--- src/rtl/airlock_pkg.sv ---
// Shared types and defaults for the airlock chamber arbiter.
package airlock_pkg;

    typedef enum logic [2:0] {
        IDLE,
        START,
        ACK,
        RUN,
        RELEASE,
        FAULT
    } state_t;

    typedef enum logic [1:0] {
        GRANT_NONE = 2'b00,
        GRANT_ARR  = 2'b01,
        GRANT_DEP  = 2'b10
    } grant_t;

    localparam int ACK_WAIT_DEFAULT = 4;

endpackage

--- src/rtl/airlock_if.sv ---
// Handshake bundle between the airlock arbiter, the two workflow FSMs and the pump driver.
interface airlock_if;

    logic       arr_req;
    logic       dep_req;
    logic       arr_busy;
    logic       dep_busy;
    logic       arr_press;
    logic       arr_depress;
    logic       dep_press;
    logic       dep_depress;
    logic       arr_start;
    logic       dep_start;
    logic       pump_up;
    logic       pump_down;
    logic [1:0] grant;
    logic       fault;

    modport master (
        output arr_req, dep_req, arr_busy, dep_busy,
        output arr_press, arr_depress, dep_press, dep_depress,
        input  arr_start, dep_start, pump_up, pump_down, grant, fault
    );

    modport slave (
        input  arr_req, dep_req, arr_busy, dep_busy,
        input  arr_press, arr_depress, dep_press, dep_depress,
        output arr_start, dep_start, pump_up, pump_down, grant, fault
    );

endinterface

--- src/rtl/airlock_watchdog.sv ---
// RUN-duration counter for the airlock arbiter; only built when AIRLOCK_WATCHDOG_EN is defined.
module airlock_watchdog #(
    parameter int WATCHDOG_CYCLES = 1000000
) (
    input  logic clock,
    input  logic reset,
    input  logic run_enter,
    input  logic run_active,
    output logic timeout
);

    localparam int CNT_W = $clog2(WATCHDOG_CYCLES);
    localparam logic [CNT_W-1:0] LAST = CNT_W'(WATCHDOG_CYCLES - 1);

    logic [CNT_W-1:0] count_q;

    always_ff @(posedge clock or posedge reset) begin
        if (reset) begin
            count_q <= '0;
        end else if (run_enter) begin
            count_q <= '0;
        end else if (run_active && !timeout) begin
            count_q <= count_q + CNT_W'(1);
        end
    end

    assign timeout = run_active && (count_q == LAST);

endmodule

--- src/rtl/airlock_arbiter.sv ---
// Grants the shared airlock chamber and pump to the arrival or departure workflow with
// alternating priority. Optional stuck-RUN watchdog enabled by macro AIRLOCK_WATCHDOG_EN.
//
// state   | meaning
// IDLE    | no grant; choose among pending requests
// START   | one-cycle start pulse to the selected side
// ACK     | wait up to ACK_WAIT cycles for the selected side's busy
// RUN     | granted side drives the pump through registered outputs
// RELEASE | one dead cycle, pump off, before the next grant
// FAULT   | pump off, fault raised; held until reset
module airlock_arbiter
    import airlock_pkg::*;
#(
    parameter int ACK_WAIT        = ACK_WAIT_DEFAULT,
    parameter int WATCHDOG_CYCLES = 1000000
) (
    input  logic     clock,
    input  logic     reset,
    airlock_if.slave bus
);

    localparam int ACK_W = $clog2(ACK_WAIT + 1);
    localparam logic [ACK_W-1:0] ACK_LOAD = ACK_W'(ACK_WAIT - 1);

    if (ACK_WAIT < 1 || WATCHDOG_CYCLES < 2) begin : g_param_check
        $error("airlock_arbiter: ACK_WAIT must be >= 1 and WATCHDOG_CYCLES >= 2");
    end

    state_t           state_q, state_d;
    grant_t           sel_q, sel_d, last_q;
    logic [ACK_W-1:0] ack_cnt_q, ack_cnt_d;
    logic             pend_arr_q, pend_arr_d;
    logic             pend_dep_q, pend_dep_d;
    logic             pump_up_q, pump_down_q;
    logic             granting, busy, press, depress;
    logic             run_hold, wd_timeout;

    assign granting = (state_q == START) || (state_q == ACK) || (state_q == RUN);
    assign busy     = (sel_q == GRANT_ARR) ? bus.arr_busy    : bus.dep_busy;
    assign press    = (sel_q == GRANT_ARR) ? bus.arr_press   : bus.dep_press;
    assign depress  = (sel_q == GRANT_ARR) ? bus.arr_depress : bus.dep_depress;

    always_comb begin
        state_d   = state_q;
        sel_d     = sel_q;
        ack_cnt_d = ack_cnt_q;
        case (state_q)
            IDLE: begin
                if (pend_arr_q && pend_dep_q) begin
                    sel_d   = (last_q == GRANT_ARR) ? GRANT_DEP : GRANT_ARR;
                    state_d = START;
                end else if (pend_arr_q) begin
                    sel_d   = GRANT_ARR;
                    state_d = START;
                end else if (pend_dep_q) begin
                    sel_d   = GRANT_DEP;
                    state_d = START;
                end
            end
            START: begin
                ack_cnt_d = ACK_LOAD;
                state_d   = ACK;
            end
            ACK: begin
                if (busy) begin
                    state_d = RUN;
                end else if (ack_cnt_q == '0) begin
                    state_d = IDLE;
                end else begin
                    ack_cnt_d = ack_cnt_q - ACK_W'(1);
                end
            end
            RUN: begin
                if ((press && depress) || wd_timeout) begin
                    state_d = FAULT;
                end else if (!busy) begin
                    state_d = RELEASE;
                end
            end
            RELEASE: state_d = IDLE;
            FAULT:   state_d = FAULT;
            default: state_d = IDLE;
        endcase
    end

    // A request from the side holding the chamber is dropped, never queued behind itself.
    always_comb begin
        pend_arr_d = pend_arr_q;
        pend_dep_d = pend_dep_q;
        if (state_q == START && sel_q == GRANT_ARR) pend_arr_d = 1'b0;
        if (state_q == START && sel_q == GRANT_DEP) pend_dep_d = 1'b0;
        if (bus.arr_req && !(granting && sel_q == GRANT_ARR)) pend_arr_d = 1'b1;
        if (bus.dep_req && !(granting && sel_q == GRANT_DEP)) pend_dep_d = 1'b1;
    end

    // Pump only follows commands on edges that stay in RUN, so any exit lands with it off.
    assign run_hold = (state_q == RUN) && (state_d == RUN);

    always_ff @(posedge clock or posedge reset) begin
        if (reset) begin
            state_q     <= IDLE;
            sel_q       <= GRANT_NONE;
            last_q      <= GRANT_DEP;
            ack_cnt_q   <= '0;
            pend_arr_q  <= 1'b0;
            pend_dep_q  <= 1'b0;
            pump_up_q   <= 1'b0;
            pump_down_q <= 1'b0;
        end else begin
            state_q     <= state_d;
            sel_q       <= sel_d;
            ack_cnt_q   <= ack_cnt_d;
            pend_arr_q  <= pend_arr_d;
            pend_dep_q  <= pend_dep_d;
            pump_up_q   <= run_hold && press;
            pump_down_q <= run_hold && depress;
            if (state_q == START) last_q <= sel_q;
        end
    end

`ifdef AIRLOCK_WATCHDOG_EN
    airlock_watchdog #(
        .WATCHDOG_CYCLES(WATCHDOG_CYCLES)
    ) u_watchdog (
        .clock     (clock),
        .reset     (reset),
        .run_enter ((state_q == ACK) && busy),
        .run_active(state_q == RUN),
        .timeout   (wd_timeout)
    );
`else
    assign wd_timeout = 1'b0;
`endif

    assign bus.arr_start = (state_q == START) && (sel_q == GRANT_ARR);
    assign bus.dep_start = (state_q == START) && (sel_q == GRANT_DEP);
    assign bus.grant     = granting ? sel_q : GRANT_NONE;
    assign bus.pump_up   = pump_up_q;
    assign bus.pump_down = pump_down_q;
    assign bus.fault     = (state_q == FAULT);

endmodule

--- src/flat_wrapper.sv ---
// flat-port wrapper written by rule: the top's interface ports become plain ports
module airlock_arbiter_flat import airlock_pkg::*;
#(
    parameter int ACK_WAIT        = ACK_WAIT_DEFAULT,
    parameter int WATCHDOG_CYCLES = 1000000
)
  (clock, reset, bus_arr_req, bus_dep_req, bus_arr_busy, bus_dep_busy, bus_arr_press, bus_arr_depress, bus_dep_press, bus_dep_depress, bus_arr_start, bus_dep_start, bus_pump_up, bus_pump_down, bus_grant, bus_fault);
  airlock_if bus_i ();
  input  logic clock;
  input  logic reset;
  input wire logic [$bits(bus_i.arr_req)-1:0] bus_arr_req;
  input wire logic [$bits(bus_i.dep_req)-1:0] bus_dep_req;
  input wire logic [$bits(bus_i.arr_busy)-1:0] bus_arr_busy;
  input wire logic [$bits(bus_i.dep_busy)-1:0] bus_dep_busy;
  input wire logic [$bits(bus_i.arr_press)-1:0] bus_arr_press;
  input wire logic [$bits(bus_i.arr_depress)-1:0] bus_arr_depress;
  input wire logic [$bits(bus_i.dep_press)-1:0] bus_dep_press;
  input wire logic [$bits(bus_i.dep_depress)-1:0] bus_dep_depress;
  output wire logic [$bits(bus_i.arr_start)-1:0] bus_arr_start;
  output wire logic [$bits(bus_i.dep_start)-1:0] bus_dep_start;
  output wire logic [$bits(bus_i.pump_up)-1:0] bus_pump_up;
  output wire logic [$bits(bus_i.pump_down)-1:0] bus_pump_down;
  output wire logic [$bits(bus_i.grant)-1:0] bus_grant;
  output wire logic [$bits(bus_i.fault)-1:0] bus_fault;
  assign bus_i.arr_req = bus_arr_req;
  assign bus_i.dep_req = bus_dep_req;
  assign bus_i.arr_busy = bus_arr_busy;
  assign bus_i.dep_busy = bus_dep_busy;
  assign bus_i.arr_press = bus_arr_press;
  assign bus_i.arr_depress = bus_arr_depress;
  assign bus_i.dep_press = bus_dep_press;
  assign bus_i.dep_depress = bus_dep_depress;
  assign bus_arr_start = bus_i.arr_start;
  assign bus_dep_start = bus_i.dep_start;
  assign bus_pump_up = bus_i.pump_up;
  assign bus_pump_down = bus_i.pump_down;
  assign bus_grant = bus_i.grant;
  assign bus_fault = bus_i.fault;
  airlock_arbiter #(.ACK_WAIT(ACK_WAIT), .WATCHDOG_CYCLES(WATCHDOG_CYCLES)) u_core (.clock(clock), .reset(reset), .bus(bus_i));
endmodule
--- config.mk ---
export PLATFORM = sky130hd
export DESIGN_NAME = airlock_arbiter_flat
export DESIGN_NICKNAME = d
export VERILOG_FILES = /design/src/rtl/airlock_pkg.sv /design/src/rtl/airlock_if.sv /design/src/rtl/airlock_watchdog.sv /design/src/rtl/airlock_arbiter.sv /design/src/flat_wrapper.sv
export SDC_FILE = /design/constraint.sdc
export NUM_CORES = 1
export LEC_CHECK = 0
export ABC_AREA = 1
export BUFFER_PORTS_ARGS = -buffer_cell sky130_fd_sc_hd__buf_2
export CORE_MARGIN = 2
export CORE_UTILIZATION = 46
export CTS_CLUSTER_DIAMETER = 150
export DETAILED_ROUTE_END_ITERATION = 10
export GPL_TIMING_DRIVEN = 0
export HOLD_SLACK_MARGIN = 0.06
export PLACE_DENSITY_LB_ADDON = 0.3
export SYNTH_ARGS = -nofsm -noshare
export SYNTH_HDL_FRONTEND = slang
export SYNTH_HIERARCHICAL = 1
export SYNTH_SLANG_ARGS = --single-unit
--- constraint.sdc ---
create_clock -name clock -period 1.2 [get_ports clock]
set_clock_uncertainty 0.1 [all_clocks]
set_input_delay 0.12 -clock clock [delete_from_list [all_inputs] [get_ports clock]]
set_output_delay 0.12 -clock clock [all_outputs]
set_load 0.02 [all_outputs]
Word level (Yosys, flattened, before mapping)
Index checks and enable logic that the tools add are counted.
{"block": "word_totals", "register_bits": 14, "input_bits": 10, "word_cells": 65}
{"block": "classes", "n_addsub": 1, "eq_ne": 10, "n_mux": 23, "reduce_logical": 23}
{"op": "3-bit two-way mux", "count": 9}
{"op": "3-bit case mux with 5 select lines", "count": 1}
{"op": "1-bit logical AND", "count": 11}
{"op": "2-bit two-way mux", "count": 5}
{"op": "3-bit by 2-bit equality test with 1-bit output (second input constant)", "count": 3}
{"op": "1-bit two-way mux", "count": 7}
{"op": "3-bit logical NOT", "count": 2}
{"op": "3-bit case mux with 2 select lines", "count": 1}
{"op": "2-bit nonzero test", "count": 3}
{"op": "2-bit by 1-bit equality test with 1-bit output (second input constant)", "count": 2}
{"op": "2-bit inequality test (second input constant)", "count": 2}
{"op": "3-bit by 1-bit equality test with 1-bit output (second input constant)", "count": 1}
{"op": "3-bit equality test (second input constant)", "count": 1}
{"op": "3-bit AND reduction", "count": 1}
{"op": "3-bit nonzero test", "count": 1}
{"op": "3-bit by 1-bit subtractor with 3-bit output (second input constant)", "count": 1}
{"op": "2-bit equality test (second input constant)", "count": 1}
{"op": "1-bit logical NOT", "count": 2}
{"op": "1-bit logical OR", "count": 2}
{"op": "2-bit AND reduction", "count": 1}

Logic depth before layout (Yosys ltp)
Gate-level depths: netlist of the first run.
{"block": "logic_depth", "word_depth": 8, "mapped_depth": 8, "ltp_nobuf": 8}

Worst setup path before layout of the first run
OpenSTA, ideal clock, no wires.
{"block": "synth_path", "path_type": "register to register", "from": "reg u_core.state_q[2]", "to": "reg u_core.pend_dep_q", "setup_ps": 139, "arrival_time_ps": 1111, "required_ps": 961, "slack_ps": -150, "path_stages_with_launch": 5, "n_path_buf": 0, "synth_period_minus_slack_ps": 1350, "cell_sequence": "dfrtp_1 -> inv_1 -> nand3_2 -> nor2_1 -> o21ai_0"}
{"item": "from (decl)", "line_no": "airlock_arbiter.sv:29", "source": "state_t state_q, state_d;"}
{"item": "from (signal assigned)", "line_no": "airlock_arbiter.sv:110", "source": "state_q <= state_d;"}
{"item": "3-bit by 1-bit equality test with 1-bit output"}
{"item": "1-bit logical AND"}
{"item": "named net bus_dep_start", "line_no": "flat_wrapper.sv:20", "source": "output wire logic [$bits(bus_i.dep_start)-1:0] bus_dep_start;"}
{"item": "2-bit nonzero test (no line)"}
{"item": "to (signal assigned)", "line_no": "airlock_arbiter.sv:114", "source": "pend_dep_q <= pend_dep_d;"}
{"item": "to (decl)", "line_no": "airlock_arbiter.sv:33", "source": "logic pend_dep_q, pend_dep_d;"}
The timed path passes the listed nets, and every way through them passes these cells.
A chain may end at the register's enable or synchronous reset.

Worst setup path in the final report of the first run
{"block": "layout_path", "from": "reg u_core.state_q[2]", "to": "out bus_arr_start"}
{"block": "layout_via", "elab_chain_len": 2}
{"item": "3-bit by 1-bit equality test with 1-bit output", "line_no": "airlock_arbiter.sv:135", "source": "assign bus.arr_start = (state_q == START) && (sel_q == GRANT_ARR);"}
{"item": "1-bit logical AND", "line_no": "airlock_arbiter.sv:135"}
{"item": "to (decl)", "line_no": "flat_wrapper.sv:19", "source": "output wire logic [$bits(bus_i.arr_start)-1:0] bus_arr_start;"}
No other way between the ends.

==> impl_metrics.json, run 1 <==
{
  "drv_slew": 0,
  "antenna_found_initial": 0,
  "boundaryPins": 17,
  "setup_viol": 18,
  "worst_setup_path_end_kind": "output port",
  "port_buffers": 16,
  "die_y_um": 44.6,
  "post-route-drc-count": 0,
  "globalRouteOverflowTotal": 0,
  "final_nets": 152,
  "syn_to_final_growth_pct": 69.3,
  "clock.fmax_mhz": 673,
  "clkTransAtPathRegs_ns": 0.08,
  "dp_cells": 131,
  "yosysWarnings": 6,
  "finalWirelength_um": 2810,
  "coreArea_sq_um": 1520,
  "period_needed_ns": 1.49,
  "layoutNonFillerInstCount": 155,
  "synthesis.area_sq_um": 758,
  "layout_commonest_cell": "nand2_1",
  "cts_buffer_depth": 2,
  "power_leakage_uw": 0.000629,
  "vdd_drop_max_mv": 1.93,
  "ys_types": 17,
  "h-tree-depth": 1,
  "cp_max_fo": 4,
  "finalHoldViolCount": 0,
  "antenna_left": 0,
  "antenna_cells": 0,
  "gp_congestion": 0.793,
  "dieArea_sq_um": 1990,
  "finalCritPeriodShare_pct": 124,
  "cts_tree": "done",
  "first_pass_iters": 4,
  "die_x_um": 44.6,
  "numCtsBuffers": 3,
  "arrival_ns": 1.27,
  "via_per_inst": 5.79,
  "start_kind": "register",
  "avgRoutedWirePerCell_um": 18.1,
  "grt_max_degree": 15,
  "pwr_density_cell_nw_per_um2": 3050,
  "worst_pin_slew_ns": 0.540,
  "start_util_pct": 49.8,
  "violations": "negative setup slack",
  "min_path_type": "input pin to register",
  "grt_pass1_vias": 758,
  "outcome": "finished with violations",
  "final_cell_mix": "nand2_1 (13), buf_4 (12), nand2_2 (12), buf_2 (11), inv_1 (10)",
  "cts_root_buf": "clkbuf_4",
  "crit_type": "register to output port",
  "finalPower_uw": 3910,
  "grt_use_total_pct": 23.7,
  "clock_latency_ns": 0.30,
  "cts_sinks": 14,
  "drive_above_1_share_pct": 56.1,
  "grt_pass1_wl_um": 3230,
  "vias": 898,
  "drt_iter0_drc": 29,
  "relSlewSlack_pct": 64.0,
  "drv_cap": 0,
  "synth_nets": 111,
  "yosysSeqAreaShare_pct": 46.4,
  "netlist_instances": 99,
  "rsz0062_at_grt": "yes",
  "dp_hpwl_um": 1080,
  "cp.required_ns": 0.98,
  "nFillCells": 87,
  "fin_ws_ns": -0.285,
  "multi_input_area_sq_um": 514,
  "syn_area_per_cell_sq_um": 7.66,
  "seq_area_sq_um": 357,
  "rows": 14,
  "ys_ff_latch": 14
}
[cells by family after synthesis]
| logic type | share of synthesized area [%] |
|---|---|
| buffers and inverters | 7.92 |
| flip-flops | 46.4 |
| AO/OA/AOI/OAI | 11.9 |
| XOR/XNOR | 1.16 |
| AND/OR/NAND/NOR | 29.4 |
| adder cells (fa/ha/maj) | 3.30 |
[synthesized netlist by cell type]
| master | count | share of area [%] |
|---|---|---|
| a21oi_1 | 7 | 4.6 |
| ha_1 | 2 | 3.3 |
| nand2_2 | 2 | 1.6 |
| inv_1 | 14 | 6.9 |
| inv_2 | 2 | 0.99 |
| o21ai_0 | 8 | 5.3 |
| o21ai_1 | 3 | 2.0 |
| dfstp_2 | 1 | 3.5 |
| nand3_1 | 5 | 3.3 |
| xor2_1 | 1 | 1.2 |
| nor3_4 | 1 | 2.1 |
| dfrtp_1 | 13 | 43 |
| nand2_1 | 26 | 13 |
| nand3_2 | 2 | 2.6 |
| nand3b_1 | 1 | 0.99 |
| nor2_1 | 10 | 5.0 |
| nand4_1 | 1 | 0.83 |
[worst max-delay path, cell delays in order, from the launching register on]
cell	delay, ns
dfrtp_2	0.47
inv_4	0.10
nand3_4	0.12
nor2_4	0.14
buf_6	0.13
[final timing paths]
kind / startpoint / to / slack (ns) / cells after the start
max: u_core/state_q[2] / bus_arr_start / -0.29 / 4
min: bus_dep_busy / u_core/state_q[1] / 0.24 / 5
max reg2reg: u_core/sel_q[1] / u_core/ack_cnt_q[1] / -0.24 / 7
min reg2reg: u_core/last_q[1] / u_core/last_q[1] / 0.38 / 2
max in group asynchronous: reset / u_core/state_q[2] / 0.27 / 3
min in group asynchronous: reset / u_core/pend_dep_q / 0.33 / 3
[metal layers]
metal / track usage, % / vias up / part of all wire [%]
li1: - / 397 / -
met5: 0 / - / 0
met3: 7.35 / 21 / 6.6
met4: 12.7 / 0 / 6.4
met1: 26.0 / 434 / 33
met2: 40.6 / 46 / 54
[timing repair]
action	in CTS	in global routing
resized for setup	27	35
buffers inserted	8	5
setup endpoints to repair	15	19
hold buffers	7	0
hold endpoints to repair	17	0
gates cloned	0	0
pin swaps	3	11
[through the flow]
stage	hold WS, ns	TNS, ns	utilization (%)	setup WS, ns	area, sq um
finish	0.242	-3.03	84.2	-0.285	1280
global route	0.253	-3.90	84.2	-0.341	1280
CTS	0.139	-1.79	73.3	-0.229	1120
detailed placement	0.0830	-1.68	57.0	-0.175	868
global placement	0.0799	-1.41	57.0	-0.160	868
floorplan	-0.0915	-0.133	-	-0.0514	768
[sequential cells by signal, indices dropped and copies added, names as in the netlist]
signal,count
u_core/pend_dep_q,1
u_core/sel_q,2
u_core/last_q,2
u_core/state_q,3
u_core/bus.pump_up,1
u_core/pend_arr_q,1
u_core/bus.pump_down,1
u_core/ack_cnt_q,3
[layout make-up]
cell class,instances,area share [%]
Clock buffer,4,2.83
Inverter,16,5.07
Multi-Input combinational cell,69,40.1
Sequential cell,14,27.8
Tap cell,16,1.56
Timing Repair Buffer,36,22.7
[power by group]
part	switching (uW)	total [uW]	internal [uW]
Sequential	242	946	705
Clock	175	361	185
Combinational	1520	2600	1080
Total	1940	3910	1970
(Power assumes the default switching activity.)
==> run 2: changes to the inputs <==
Settings changed: CORE_UTILIZATION 46 to 55, SLEW_MARGIN from default to 0.
Clock period 1.2 ns to 1.75 ns, I/O delays scaled along.
==> impl_metrics.json, run 2 (same netlist as run 1, synthesis figures left out) <==
{
  "power_leakage_uw": 0.000528,
  "post-route-drc-count": 0,
  "final_nets": 137,
  "start_kind": "register",
  "seq_area_sq_um": 352,
  "port_buffers": 16,
  "drt_iter0_drc": 40,
  "globalRouteOverflowTotal": 0,
  "first_pass_iters": 4,
  "outcome": "finished clean",
  "cts_buffer_depth": 2,
  "dieArea_sq_um": 1690,
  "antenna_cells": 0,
  "cp.required_ns": 1.47,
  "clkTransAtPathRegs_ns": 0.09,
  "gp_congestion": 0.824,
  "relSlewSlack_pct": 63.7,
  "via_per_inst": 5.30,
  "setup_viol": 0,
  "dp_hpwl_um": 1250,
  "antenna_left": 0,
  "finalWirelength_um": 1820,
  "worst_pin_slew_ns": 0.544,
  "pwr_density_cell_nw_per_um2": 1890,
  "dpl_worst_slack_ns": 0.319,
  "h-tree-depth": 1,
  "boundaryPins": 17,
  "syn_to_final_growth_pct": 25.4,
  "min_path_type": "input pin to register",
  "cts_root_buf": "clkbuf_4",
  "drv_cap": 0,
  "reg_top3": "u_core/ack_cnt_q: 3 flops, u_core/state_q: 3 flops",
  "finalCritPeriodShare_pct": 94.8,
  "grt_max_degree": 15,
  "multi_input_area_sq_um": 354,
  "rsz0062_at_grt": "no",
  "grt_use_total_pct": 24.0,
  "final_cell_mix": "nand2_1 (26), buf_2 (16), inv_1 (14), dfrtp_1 (13), nor2_1 (10)",
  "antenna_found_initial": 0,
  "cts_sinks": 14,
  "rows": 13,
  "die_y_um": 41.1,
  "worst_setup_path_end_kind": "output port",
  "clock.fmax_mhz": 603,
  "grt_pass1_vias": 611,
  "avgRoutedWirePerCell_um": 13.1,
  "drive_above_1_share_pct": 22.6,
  "cts_tree": "done",
  "clock_latency_ns": 0.28,
  "start_util_pct": 58.3,
  "tns_ns": 0,
  "grt_pass1_wl_um": 2480,
  "layout_commonest_cell": "nand2_1",
  "finalPower_uw": 1800,
  "nFillCells": 100,
  "vias": 737,
  "finalHoldViolCount": 0,
  "arrival_ns": 1.38,
  "vdd_drop_max_mv": 1.27,
  "numCtsBuffers": 3,
  "die_x_um": 41.1,
  "drv_slew": 0,
  "period_needed_ns": 1.66,
  "crit_type": "register to output port",
  "cp_max_fo": 8,
  "coreArea_sq_um": 1300,
  "fin_ws_ns": 0.0915
}
## run 2: cell types whose count changed in the layout (fill, tap and decap cells not counted), sizes merged
cell         previous run  this run
dlygate4sd3             7         5
buf                    29        16
## run 2: critical path, stage by stage, from the launching register on
cell and delay, ns:
dfrtp_1 0.46, inv_1 0.18, nand3_4 0.14, nor2_1 0.14, buf_2 0.18
## run 2: repair_timing
action / 4_1_cts / 5_1_grt
buffers inserted: 0 / 0
resized for setup: 0 / 2
hold buffers: 5 / 0
endpoints found under the setup margin: 0 / 4
hold endpoints to repair: 16 / 0
## run 2: stage by stage
stage	instance area [sq um]	std cells	utilization [%]	hold WS [ns]
after floorplan	758	99	-	-0.0365
after global placement	857	130	65.9	0.136
after detailed placement	857	130	65.9	0.147
after CTS	943	139	72.5	0.0891
after global routing	951	139	73.1	0.0873
final	951	139	73.1	0.0996
## run 2: where the power goes
part           switching (uW)  total, uW  internal [uW]
Sequential                138        611            473
Combinational             631        956            324
Clock                     108        235            127
## run 2: worst paths after layout
kind | start | to | slack, ns | depth (start not counted)
max | u_core/state_q[2] | bus_dep_start | 0.09 | 4
min | bus_dep_depress | u_core/bus.pump_down | 0.1 | 3
max reg2reg | u_core/sel_q[1] | u_core/bus.pump_down | 0.34 | 7
min reg2reg | u_core/ack_cnt_q[0] | u_core/ack_cnt_q[0] | 0.39 | 2
max in group asynchronous | reset | u_core/state_q[0] | 0.81 | 3
min in group asynchronous | reset | u_core/ack_cnt_q[2] | 0.37 | 3
## run 2: cell type report
cell class,count,area share [%]
Clock buffer,4,3.82
Inverter,16,6.32
Multi-Input combinational cell,69,37.2
Sequential cell,14,37.0
Tap cell,15,1.97
Timing Repair Buffer,21,13.7
## run 2: metal layers
| metal | global-route usage, % | vias to the layer above | wire length [um] |
|---|---|---|---|
| li1 | - | 363 | - |
| met1 | 24.3 | 336 | 704 |
| met2 | 41.8 | 34 | 928 |
| met3 | 10.9 | 4 | 151 |
| met4 | 10.5 | 0 | 34 |
| met5 | 0 | - | 0 |
==> run 3: changes to the inputs <==
Settings changed: SYNTH_HIERARCHICAL 1 to default.
==> impl_metrics.json, run 3 <==
{
  "outcome": "finished clean",
  "switching_share_pct": 49.1,
  "synth_nets": 114,
  "period_needed_ns": 1.68,
  "layout_commonest_cell": "nand2_1",
  "cp.required_ns": 1.47,
  "crit_type": "register to output port",
  "worst_pin_slew_ns": 0.542,
  "rows": 13,
  "coreArea_sq_um": 1320,
  "first_pass_iters": 4,
  "clkTransAtPathRegs_ns": 0.09,
  "power_leakage_uw": 0.000533,
  "grt_pass1_vias": 714,
  "vias": 743,
  "finalHoldViolCount": 0,
  "combPwrFrac_pct": 56.9,
  "grt_use_total_pct": 21.9,
  "antenna_left": 0,
  "reg_top3": "u_core.ack_cnt_q: 3 flops, u_core.state_q: 3 flops",
  "cts_tree": "done",
  "dieArea_sq_um": 1760,
  "async_flop_share_pct": 100,
  "numCtsBuffers": 3,
  "synth_top_area_share_pct": 41.1,
  "ys_ff_latch": 14,
  "vdd_drop_max_mv": 1.04,
  "cp_max_fo": 5,
  "p_sw_uw": 887,
  "layoutNonFillerInstCount": 143,
  "drv_slew": 0,
  "clock_latency_ns": 0.29,
  "min_path_type": "input pin to register",
  "avgRoutedWirePerCell_um": 11.7,
  "dpl_worst_slack_ns": 0.271,
  "ys_types": 17,
  "tns_ns": 0,
  "rsz0062_at_grt": "yes",
  "dp_hpwl_um": 1200,
  "clockPowerShare_pct": 10.9,
  "drv_cap": 0,
  "drt_iter0_drc": 13,
  "start_kind": "register",
  "netlist_instances": 102,
  "grt_pass1_wl_um": 2900,
  "synthesis.area_sq_um": 791,
  "die_y_um": 41.9,
  "cts_root_buf": "clkbuf_4",
  "relSlewSlack_pct": 63.8,
  "final_cell_mix": "nand2_1 (28), buf_2 (15), inv_1 (12), dfrtp_1 (12), nor2_1 (10)",
  "final_nets": 141,
  "syn_to_final_growth_pct": 24.2,
  "cts_buffer_depth": 2,
  "antenna_cells": 0,
  "boundaryPins": 17,
  "h-tree-depth": 1,
  "pwr_density_cell_nw_per_um2": 1840,
  "synth_edf_count": 0,
  "gp_congestion": 0.819,
  "yosysTopAreaCell": "dfrtp_1",
  "antenna_found_initial": 0,
  "nFillCells": 102,
  "finalCritPeriodShare_pct": 96.1,
  "power_frac_seq_pct": 32.3,
  "clock.fmax_mhz": 594,
  "internal_power_uw": 922,
  "arrival_ns": 1.41,
  "port_buffers": 16,
  "synth_commonest_cells": "nand2_1 (28), inv_1 (15), dfrtp_1 (13)",
  "start_util_pct": 60.0,
  "setup_viol": 0,
  "yosysMostFrequentCell": "nand2_1",
  "drive_above_1_share_pct": 26.6,
  "syn_area_per_cell_sq_um": 7.75,
  "finalWirelength_um": 1680,
  "grt_max_degree": 15,
  "cts_sinks": 14,
  "via_per_inst": 5.20,
  "fin_ws_ns": 0.0679,
  "globalRouteOverflowTotal": 0,
  "yosysSeqAreaShare_pct": 44.5,
  "yosysWarnings": 0,
  "worst_setup_path_end_kind": "output port",
  "dp_cells": 133,
  "ys.flop_type": "dfrtp_1",
  "synth_area_leaders": "dfrtp_1 (41%), nand2_1 (13%), inv_1 (7.1%), o21ai_0 (5.7%), nor2_1 (4.7%)",
  "post-route-drc-count": 0,
  "die_x_um": 41.9
}
==> run 3: routing by layer <==
layer	routed length [um]	global-route usage [%]	vias to the layer above
li1	-	-	377
met1	809	25.9	343
met2	777	36.6	18
met3	62	6.09	5
met4	27	10.3	0
met5	0	0	-
==> run 3: final timing paths <==
check | startpoint | to | slack [ns] | cells past startpoint
setup reg to reg | u_core.sel_q[1] | u_core.ack_cnt_q[0] | 0.31 | 8
setup / recovery | u_core.state_q[0] | bus_dep_start | 0.07 | 7
min in group asynchronous | reset | u_core.state_q[0] | 0.36 | 3
max in group asynchronous | reset | u_core.state_q[1] | 0.79 | 3
hold reg to reg | u_core.ack_cnt_q[1] | u_core.ack_cnt_q[1] | 0.38 | 2
hold / removal | bus_arr_depress | u_core.bus.pump_down | 0.08 | 3
==> run 3: final cells by class <==
| class | count | area (sq um) | area share, % |
|---|---|---|---|
| well taps | 15 | 18.8 | 1.91 |
| multi-input cells | 73 | 388 | 39.5 |
| clock buffers | 4 | 26.3 | 2.68 |
| flip-flops and latches | 14 | 353 | 35.9 |
| repair buffers | 22 | 140 | 14.3 |
| inverters | 15 | 56.3 | 5.73 |
==> run 3: kinds of logic (layout without fill, tap and decap cells) <==
kind of cell    after synthesis  after routing  synth area share, %
buf+inv                      15             41                 7.12
simple gates                 53             53                 31.5
fa+ha+maj                     2              2                 3.16
flops                        14             14                 44.5
xor+xnor                      1              1                 1.11
compound gates               17             17                 12.7
==> run 3: worst max-delay path, cell delays in order (launching register included) <==
cell,delay [ns]
dfrtp_1,0.40
inv_2,0.09
nor2_4,0.13
nand2_4,0.09
inv_2,0.08
nand2_1,0.08
nor2_1,0.10
buf_4,0.15
==> run 3: stage by stage <==
step / power, uW / hold slack, ns / instance area [sq um] / util [%]
floorplan: 1330 / -0.0365 / 791 / -
global placement: 1500 / 0.128 / 890 / 67.5
detailed placement: 1550 / 0.137 / 890 / 67.5
CTS: 1780 / 0.0781 / 975 / 74.0
global route: 1990 / 0.0763 / 982 / 74.5
finish: 1810 / 0.0824 / 982 / 74.5
==> run 3: power groups by stage <==
stage | logic [uW] | registers, uW | clock network, uW
2_1_floorplan | 756 | 573 | 0
3_3_place_gp | 919 | 584 | 0
3_5_place_dp | 953 | 594 | 0
4_1_cts | 1000 | 581 | 198
5_1_grt | 1180 | 598 | 213
6_report | 1030 | 584 | 197
==> run 3: repair_timing <==
| item | in CTS | in global routing |
|---|---|---|
| hold endpoints to repair | 17 | 0 |
| hold buffers | 5 | 0 |
| resized for setup | 3 | 4 |
| setup buffers | 1 | 0 |
| endpoints found under the setup margin | 1 | 2 |
| cloned | 0 | 0 |
